`config.mk`:
```
export PLATFORM = sky130hd
export DESIGN_NAME = msxbus_sequencer
export DESIGN_NICKNAME = d
export VERILOG_FILES = /design/src/rtl/msxseq_pkg.sv /design/src/rtl/msxseq_rr2.sv /design/src/rtl/msxbus_sequencer.sv
export SDC_FILE = /design/constraint.sdc
export NUM_CORES = 1
export LEC_CHECK = 0
export BUFFER_PORTS_ARGS = -buffer_cell sky130_fd_sc_hd__buf_4
export CELL_PAD_IN_SITES_DETAIL_PLACEMENT = 1
export CELL_PAD_IN_SITES_GLOBAL_PLACEMENT = 1
export CORE_MARGIN = 2
export CORE_UTILIZATION = 35
export DETAILED_ROUTE_END_ITERATION = 16
export PLACE_DENSITY = 0.9
export SLEW_MARGIN = 0
export SYNTH_ARGS = -nofsm -noshare
export SYNTH_HDL_FRONTEND = slang
export SYNTH_SLANG_ARGS = --single-unit
```
`constraint.sdc`:
```
create_clock -name clk -period 2.1 [get_ports clk]
set_input_delay 0.42 -clock clk [delete_from_list [all_inputs] [get_ports clk]]
set_output_delay 0.42 -clock clk [all_outputs]
set_load 0.01 [all_outputs]
```
`src/rtl/msxseq_pkg.sv`:
```
// Shared encodings for the MSX bus sequencer: FSM states, MODE codes, MD bit map, OE masks.
// The optional READY timeout is enabled by defining MSXSEQ_TIMEOUT_EN.
package msxseq_pkg;

  typedef enum logic [2:0] {
    S_IDLE = 3'd0,
    S_ADDR = 3'd1,
    S_CMD  = 3'd2,
    S_CAPT = 3'd3,
    S_REL  = 3'd4,
    S_DONE = 3'd5
  } state_t;

  localparam logic [1:0] MODE_ADDR = 2'd0;
  localparam logic [1:0] MODE_CMD  = 2'd1;
  localparam logic [1:0] MODE_REL  = 2'd2;

  localparam int MD_IO      = 15;
  localparam int MD_RW      = 14;
  localparam int MD_SLT     = 13;
  localparam int MD_ST_HI   = 12;
  localparam int MD_ST_LO   = 8;
  localparam int MD_DATA_HI = 7;

  localparam logic [2:0] OE_NONE = 3'b000;
  localparam logic [2:0] OE_ALL  = 3'b111;
  localparam logic [2:0] OE_WR   = 3'b101;
  localparam logic [2:0] OE_RD   = 3'b100;

  function automatic logic [15:0] cmd_word(input logic io, input logic rw,
                                           input logic slt, input logic [7:0] wdata);
    logic [15:0] w;
    w = '0;
    w[MD_IO]          = io;
    w[MD_RW]          = rw;
    w[MD_SLT]         = slt;
    w[MD_DATA_HI:0]   = wdata;
    return w;
  endfunction

endpackage

```
`src/rtl/msxseq_rr2.sv`:
```
// Two-way round-robin picker: a lone request wins outright; a tie goes to the
// requester that was not served last.
module msxseq_rr2 (
  input  logic [1:0] req,
  input  logic       last,
  output logic       grant,
  output logic       gnt_idx
);

  assign grant   = |req;
  assign gnt_idx = (&req) ? ~last : req[1];

endmodule

```
`src/rtl/msxbus_sequencer.sv`:
```
// Two-requester arbiter/sequencer driving the MSX bus master MODE/MD handshake.
// Define MSXSEQ_TIMEOUT_EN to bound the CMD/REL waits on READY (adds TIMEOUT_CYC and ERR).
module msxbus_sequencer
  import msxseq_pkg::*;
#(
  parameter int ADDR_SETUP  = 2
`ifdef MSXSEQ_TIMEOUT_EN
  , parameter int TIMEOUT_CYC = 255
`endif
) (
  input  logic        clk,
  input  logic        reset_n,
  input  logic        req0,
  input  logic        req1,
  input  logic [15:0] addr0,
  input  logic [15:0] addr1,
  input  logic [7:0]  wdata0,
  input  logic [7:0]  wdata1,
  input  logic        rw0,
  input  logic        rw1,
  input  logic        io0,
  input  logic        io1,
  input  logic        slt0,
  input  logic        slt1,
  output logic        ack0,
  output logic        ack1,
  output logic [7:0]  rdata,
  output logic [4:0]  status,
  output logic        err,
  output logic [1:0]  mode,
  output logic [15:0] md_out,
  output logic [2:0]  md_oe,
  input  logic [15:0] md_in,
  input  logic        ready,
  output logic [2:0]  state_dbg
);

  localparam int SET_W = (ADDR_SETUP > 1) ? $clog2(ADDR_SETUP) : 1;
  localparam logic [SET_W-1:0] SET_LAST = SET_W'(ADDR_SETUP - 1);

  state_t          state;
  logic            gnt_valid, gnt_idx, rr_last;
  logic            cur_idx, cur_rw, cur_io, cur_slt;
  logic [15:0]     cur_addr, sel_addr;
  logic [7:0]      cur_wdata, sel_wdata;
  logic            sel_rw, sel_io, sel_slt;
  logic [SET_W-1:0] setup_cnt;
  logic            unused_md_hi;

`ifdef MSXSEQ_TIMEOUT_EN
  localparam int WAIT_W = (TIMEOUT_CYC > 255) ? $clog2(TIMEOUT_CYC + 1) : 8;
  localparam logic [WAIT_W-1:0] WAIT_LAST = WAIT_W'(TIMEOUT_CYC - 1);
  logic [WAIT_W-1:0] wait_cnt;
  logic              timed_out;
  logic              err_q;
  assign err = err_q;
`else
  assign err = 1'b0;
`endif

  // MD[15:13] are outputs only from this block's point of view.
  assign unused_md_hi = ^md_in[15:13];
  assign state_dbg    = state;

  msxseq_rr2 u_rr2 (
    .req     ({req1, req0}),
    .last    (rr_last),
    .grant   (gnt_valid),
    .gnt_idx (gnt_idx)
  );

  assign sel_addr  = gnt_idx ? addr1  : addr0;
  assign sel_wdata = gnt_idx ? wdata1 : wdata0;
  assign sel_rw    = gnt_idx ? rw1    : rw0;
  assign sel_io    = gnt_idx ? io1    : io0;
  assign sel_slt   = gnt_idx ? slt1   : slt0;

  always_ff @(posedge clk or negedge reset_n) begin
    if (!reset_n) begin
      state     <= S_IDLE;
      mode      <= MODE_REL;
      md_oe     <= OE_NONE;
      md_out    <= '0;
      ack0      <= 1'b0;
      ack1      <= 1'b0;
      rdata     <= '0;
      status    <= '0;
      rr_last   <= 1'b1;
      cur_idx   <= 1'b0;
      cur_rw    <= 1'b0;
      cur_io    <= 1'b0;
      cur_slt   <= 1'b0;
      cur_addr  <= '0;
      cur_wdata <= '0;
      setup_cnt <= '0;
`ifdef MSXSEQ_TIMEOUT_EN
      wait_cnt  <= '0;
      timed_out <= 1'b0;
      err_q     <= 1'b0;
`endif
    end else begin
      ack0 <= 1'b0;
      ack1 <= 1'b0;
      case (state)
        S_IDLE: begin
          if (gnt_valid) begin
            cur_idx   <= gnt_idx;
            rr_last   <= gnt_idx;
            cur_addr  <= sel_addr;
            cur_wdata <= sel_wdata;
            cur_rw    <= sel_rw;
            cur_io    <= sel_io;
            cur_slt   <= sel_slt;
            mode      <= MODE_ADDR;
            md_oe     <= OE_ALL;
            md_out    <= sel_addr;
            setup_cnt <= '0;
`ifdef MSXSEQ_TIMEOUT_EN
            timed_out <= 1'b0;
`endif
            state     <= S_ADDR;
          end
        end
        S_ADDR: begin
          if (setup_cnt == SET_LAST) begin
            mode   <= MODE_CMD;
            md_out <= cmd_word(cur_io, cur_rw, cur_slt, cur_wdata);
            md_oe  <= cur_rw ? OE_WR : OE_RD;
`ifdef MSXSEQ_TIMEOUT_EN
            wait_cnt <= '0;
`endif
            state  <= S_CMD;
          end else begin
            setup_cnt <= setup_cnt + 1'b1;
          end
        end
        S_CMD: begin
          if (!ready) begin
            md_oe <= OE_NONE;
            state <= S_CAPT;
          end
`ifdef MSXSEQ_TIMEOUT_EN
          // No response from the master: release the bus and finish with ERR.
          else if (wait_cnt == WAIT_LAST) begin
            mode      <= MODE_REL;
            md_oe     <= OE_NONE;
            timed_out <= 1'b1;
            state     <= S_REL;
          end else begin
            wait_cnt <= wait_cnt + 1'b1;
          end
`endif
        end
        S_CAPT: begin
          if (!cur_rw) rdata <= md_in[MD_DATA_HI:0];
          status <= md_in[MD_ST_HI:MD_ST_LO];
          mode   <= MODE_REL;
          md_oe  <= OE_NONE;
`ifdef MSXSEQ_TIMEOUT_EN
          wait_cnt <= '0;
`endif
          state  <= S_REL;
        end
        S_REL: begin
`ifdef MSXSEQ_TIMEOUT_EN
          if (ready || timed_out || (wait_cnt == WAIT_LAST)) begin
            ack0  <= ~cur_idx;
            ack1  <= cur_idx;
            err_q <= timed_out | ~ready;
            state <= S_DONE;
          end else begin
            wait_cnt <= wait_cnt + 1'b1;
          end
`else
          if (ready) begin
            ack0  <= ~cur_idx;
            ack1  <= cur_idx;
            state <= S_DONE;
          end
`endif
        end
        S_DONE: begin
          mode  <= MODE_REL;
          state <= S_IDLE;
        end
        default: state <= S_IDLE;
      endcase
    end
  end

endmodule

```
After elaboration in Yosys (flattened, before gate mapping)
Index checks and enable logic that the tools add are counted.
{"block": "word_totals", "in_bits": 75, "output_inout_bits": 40, "latchBits": 0, "rom_bits": 0, "word_cells": 71, "ramBits": 0, "mem_count": 0, "regBits": 53}
{"block": "op_classes", "shifts": 0, "order_cmp": 0, "n_eq_ne": 9, "mul": 0, "n_mux": 29, "n_div": 0, "n_reduce_logical": 14, "addsub": 1, "bitwise": 3}
{"cell": "16-bit two-way mux", "count": 3}
{"cell": "16-bit case mux with 2 select lines", "count": 1}
{"cell": "3-bit two-way mux", "count": 7}
{"cell": "3-bit case mux with 5 select lines", "count": 1}
{"cell": "3-bit case mux with 4 select lines", "count": 1}
{"cell": "1-bit two-way mux", "count": 11}
{"cell": "8-bit two-way mux", "count": 1}
{"cell": "2-bit != test (second input constant)", "count": 4}
{"cell": "2-bit AND reduction", "count": 4}
{"cell": "4-bit AND reduction", "count": 2}
{"cell": "3-bit by 2-bit equality test with 1-bit output (second input constant)", "count": 2}
{"cell": "3-bit equality test (second input constant)", "count": 2}
{"cell": "2-bit case mux with 3 select lines", "count": 1}
{"cell": "3-bit AND reduction", "count": 2}
{"cell": "2-bit two-way mux", "count": 2}
{"cell": "4-bit nonzero test", "count": 1}
{"cell": "2-bit OR reduction", "count": 2}
{"cell": "3-bit by 1-bit equality test with 1-bit output (second input constant)", "count": 1}
{"cell": "3-bit logical NOT", "count": 1}
{"cell": "1-bit NOT", "count": 3}
{"cell": "3-bit nonzero test", "count": 1}
{"cell": "1-bit case mux with 2 select lines", "count": 1}
{"cell": "2-bit nonzero test", "count": 1}
{"cell": "1-bit adder (second input constant)", "count": 1}

Logic depth before layout (Yosys ltp)
{"block": "logic_depth", "ltp_word": 5, "mapped_depth": 6, "mapped_depth_nobuf": 3}

Cells and area by module
Synthesis repeated with hierarchy kept, for this count alone.
{"block": "hier_totals", "cells_unflattened": 213, "hier_area_um2": 2631.3}
{"mod": "msxbus_sequencer", "n_inst": 1, "seq_area_each_um2": 1328.8, "area_per_inst_um2": 2617.5, "cells_per_inst": 211}
{"mod": "msxseq_rr2", "n_inst": 1, "seq_area_each_um2": 0.0, "area_per_inst_um2": 13.8, "cells_per_inst": 2}

Least setup slack after synthesis
Ideal clock, no wire load.
{"block": "synth_path", "kind": "register to register", "start": "register state[1], in the netlist state_dbg[1]", "end": "register cur_slt", "n_path_buf": 2, "setup_time_ns": 0.125, "path_slack_ns": 0.353, "path_stages_with_launch": 6, "required_ns": 1.975, "arrival_time_ns": 1.622, "period_less_slack_ns": 1.747, "cell_sequence": "dfrtp_1 or2_1 buf_2 nor3_1 buf_2 mux2_2"}
{"block": "synth_between", "elab_chain_len": 2}
{"element": "start, declared", "line": "msxbus_sequencer.sv:41", "source": "state_t state;"}
{"element": "start signal, assigned", "line": "msxbus_sequencer.sv:80", "source": "state <= S_IDLE;"}
{"element": "start signal, assigned", "line": "msxbus_sequencer.sv:121", "source": "state <= S_ADDR;"}
{"element": "start signal, assigned", "line": "msxbus_sequencer.sv:132", "source": "state <= S_CMD;"}
{"element": "3-bit logical NOT", "line": "msxbus_sequencer.sv:104", "source": "case (state)"}
{"element": "2-bit AND reduction (no line)"}
{"element": "end signal, assigned", "line": "msxbus_sequencer.sv:113", "source": "cur_slt <= sel_slt;"}
{"element": "end, declared", "line": "msxbus_sequencer.sv:43", "source": "logic cur_idx, cur_rw, cur_io, cur_slt;"}
No other way between the ends.
A chain may end at the register's enable or synchronous reset.

Worst setup path after layout
{"block": "layout_path", "start": "register state[2], in the netlist state_dbg[2]", "end": "register cur_wdata[2]"}
{"block": "layout_between", "elab_chain_len": 2}
{"element": "3-bit logical NOT", "line": "msxbus_sequencer.sv:104"}
{"element": "2-bit AND reduction (no line)"}
{"element": "end signal, assigned", "line": "msxbus_sequencer.sv:110", "source": "cur_wdata <= sel_wdata;"}
{"element": "end, declared", "line": "msxbus_sequencer.sv:45", "source": "logic [7:0] cur_wdata, sel_wdata;"}
No other way between the ends.

==> results_dict.tcl <==
set metrics [dict create \
    met2WireLength_mm 4.13 \
    routed_wl_mm 7.81 \
    share_comb_of_total_power 0.524 \
    dpl.hpwl_mm 5.78 \
    hold_ws_ps 149 \
    clockRootBuffer "clkbuf_8" \
    rsz0062_at_grt "false" \
    routed-wl-met3_um 381 \
    period_needed_ps 1980 \
    slowest_delay_ps 820 \
    crit_arrival_ps 2180 \
    cp-start-kind "flop" \
    yosys_warnings 0 \
    start_util 0.360 \
    routabilityCongestion 0.754 \
    reg2reg_depth 3 \
    grt_usage 0.201 \
    cts_setup_buffers 0 \
    fin_setup_tns_ps 0 \
    portBuffers 110 \
    regToRegSetupSlack_ps 120 \
    cts_resized 0 \
    timing.max_cap.violations 0 \
    synth.yosys.seq_area_share 0.511 \
    clkLatencyLatePin_ps 310 \
    drtAntennaViolNets 0 \
    synth-edff-count 0 \
    tritoncts "built" \
    grt_pass1_vias 2549 \
    core.rowCount 31 \
    drt-met1-wl_mm 3.20 \
    clk_pin_slew_ps 90 \
    synth_cell_types 43 \
    dieArea_um2 8130 \
    crit_path_cell_trace "or2_1 -> nor3_2 -> mux2_2" \
    overflow 0 \
    critPathTopFamily "simple AND/OR/NAND/NOR gates" \
    cts.sinks 53 \
    die_h_um 90.2 \
    hold_class "in -> async" \
    crit_path_max_fanout 12 \
    h-tree-depth 2 \
    die_w_um 90.2 \
    synth_top_area_cell "dfrtp_1" \
    power.leakage_uw 0.00171 \
    drtIter0Drc 92 \
    hold_violations 0 \
    max-slew-margin-rel 0.274 \
    synthCells 224 \
    maxSlewViolCount 0 \
    grt_max_degree 54 \
    crit_buf_inv 0 \
    vias_per_cell 5.22 \
    syn_area_um2 2600 \
    async_reset_ff_frac 1.00 \
    setup_viol 0 \
    synth.area.top_cells "dfrtp_1 49%, mux2_2 13%, o31ai_1 5.8%" \
    wl_per_cell_um 17.9 \
    synth_top_area_share 0.491 \
    timing.fmax_mhz 504 \
    required_ps 2290 \
    drc 0 \
    finalCritPeriodShare 0.945 \
    power_frac_seq 0.363 \
    drive_gt1_frac 0.490 \
    cp_slowest_cell "nor3_2" \
    synth.avg_cell_area_um2 11.6 \
    firstDrtPassIters 4 \
    worstMarginPinSlew_ps 1080 \
    r2r-start "state_dbg[2]$_DFFE_PN0P_" \
    criticalPathCategory "reg -> reg" \
    clk_path_buf_depth 2 \
    worstSetupEndpointType "flop" \
    syn_nets 299 \
    clkPwrFrac 0.112 \
    synth-seq-cells 53 \
    layout.nets 411 \
    topRoutingLayerUsed "met4" \
    p_int_uw 3090 \
    area_growth_pct 40.2 \
    sw_frac_of_total 0.389 \
    switchingPower_uw 1970 \
    peakVddDrop_uv 524 \
    grt_pass1_wl_mm 13.2 \
    grt_antenna_before_repair 0 \
    cts_inserted_buffers 5 \
    hold_buffers 0 \
    coreArea_um2 7210 \
    io_pins 115 \
    ys.flop_type "dfrtp_1" \
    num_vias 2277 \
    finClkSkew_ps 11.4 \
    status "finished, final reports clean" \
    antenna_cells_inserted 0 \
    reg2reg_to "cur_wdata[2]$_DFFE_PN0P_" \
    p_per_area_nw_per_um2 1390 \
]
-- area by class of cell --
type | instances | area [um2]
clock buffer | 7 | 76.3
clock inverter | 1 | 5.00
fill | 817 | 3570
inverter | 4 | 15.0
multi-input combinational | 149 | 1170
sequential | 53 | 1330
tap | 99 | 124
timing repair buffer | 123 | 923
-- worst max-delay path by stage --
stage                                         from                       end  depth (start not counted)  slack (ps)
after floorplan           state_dbg[1]$_DFFE_PN0P_       cur_slt$_DFFE_PN0P_                          5         350
after global placement                        req1  cur_wdata[4]$_DFFE_PN0P_                          4          40
after detailed placement                      req1  cur_wdata[5]$_DFFE_PN0P_                          4          20
after CTS                 state_dbg[2]$_DFFE_PN0P_  cur_wdata[2]$_DFFE_PN0P_                          3         110
after global routing      state_dbg[1]$_DFFE_PN0P_     md_out[4]$_DFFE_PN0P_                          4           5
final                     state_dbg[2]$_DFFE_PN0P_  cur_wdata[2]$_DFFE_PN0P_                          3         120
-- kinds of logic after synthesis --
logic type             count (synthesis)  synth area share
other                                  1           0.00144
AND/OR/NAND/NOR                       46            0.0943
AO/OA/AOI/OAI                         62             0.181
buffers and inverters                 22            0.0419
flip-flops                            53             0.511
multiplexers                          40             0.170
-- metal layers --
layer / vias to the layer above / track usage
met3: 11 / 0.0453
li1: 1054 / -
met2: 76 / 0.365
met4: 0 / 0.0423
met5: - / 0
met1: 1136 / 0.243
-- cell usage after synthesis, types with 2 or more instances --
cell type  count
mux2_1         4
o2bb2ai_1      5
dfstp_2        2
buf_2          6
clkbuf_1       9
dfrtp_1       51
o31ai_1       20
inv_1          4
a31o_1         2
a221oi_1      10
mux2i_1        7
buf_6          2
nor2b_1        2
a21oi_1        6
o211ai_1       2
nand2_1        4
a2111oi_0      2
nor2_1        13
nor3_1         5
mux2_2        29
a21o_1         2
o21ai_0        3
and2_1        12
a21boi_0       2
nand3b_1       2
-- metrics by stage --
stage / area [um2] / util / power [uW] / setup slack [ps] / cells
after global placement: 3560 / 0.494 / 4390 / 38.0 / 428
after detailed placement: 3560 / 0.494 / 4540 / 21.5 / 428
after CTS: 3640 / 0.505 / 5110 / 108 / 436
after global routing: 3640 / 0.505 / 5420 / 4.97 / 436
final: 3640 / 0.505 / 5060 / 116 / 436
after floorplan: 2600 / - / 3400 / 353 / 224
-- state kept, by name, summed over array words and instances (netlist names), 2 cells and up --
register,cells
cur_wdata,8
md_oe,3
md_out,16
mode,2
rdata,8
state_dbg,3
status,5
-- power by group through the flow --
stage / Clock (uW) / Combinational (uW) / Sequential, uW
2_1_floorplan: 0 / 1450 / 1950
6_report: 569 / 2650 / 1840
3_3_place_gp: 0 / 2570 / 1820
5_1_grt: 613 / 2890 / 1910
4_1_cts: 586 / 2680 / 1840
3_5_place_dp: 0 / 2680 / 1860
-- cells in the final DEF (no fill, tap or decap), types with 3 or more instances in the layout --
cell type	synthesis	final
inv_1	4	4
nand2_1	4	4
dfrtp_1	51	51
a221oi_1	10	10
and2_1	12	12
clkbuf_8	0	5
nor2_1	13	13
mux2i_1	7	7
o2bb2ai_1	5	5
mux2_1	4	4
o21ai_0	3	3
o31ai_1	20	20
nor3_1	5	3
mux2_2	29	29
a21oi_1	6	6
buf_4	1	123
No activity file was read; power rests on OpenSTA's default activity.
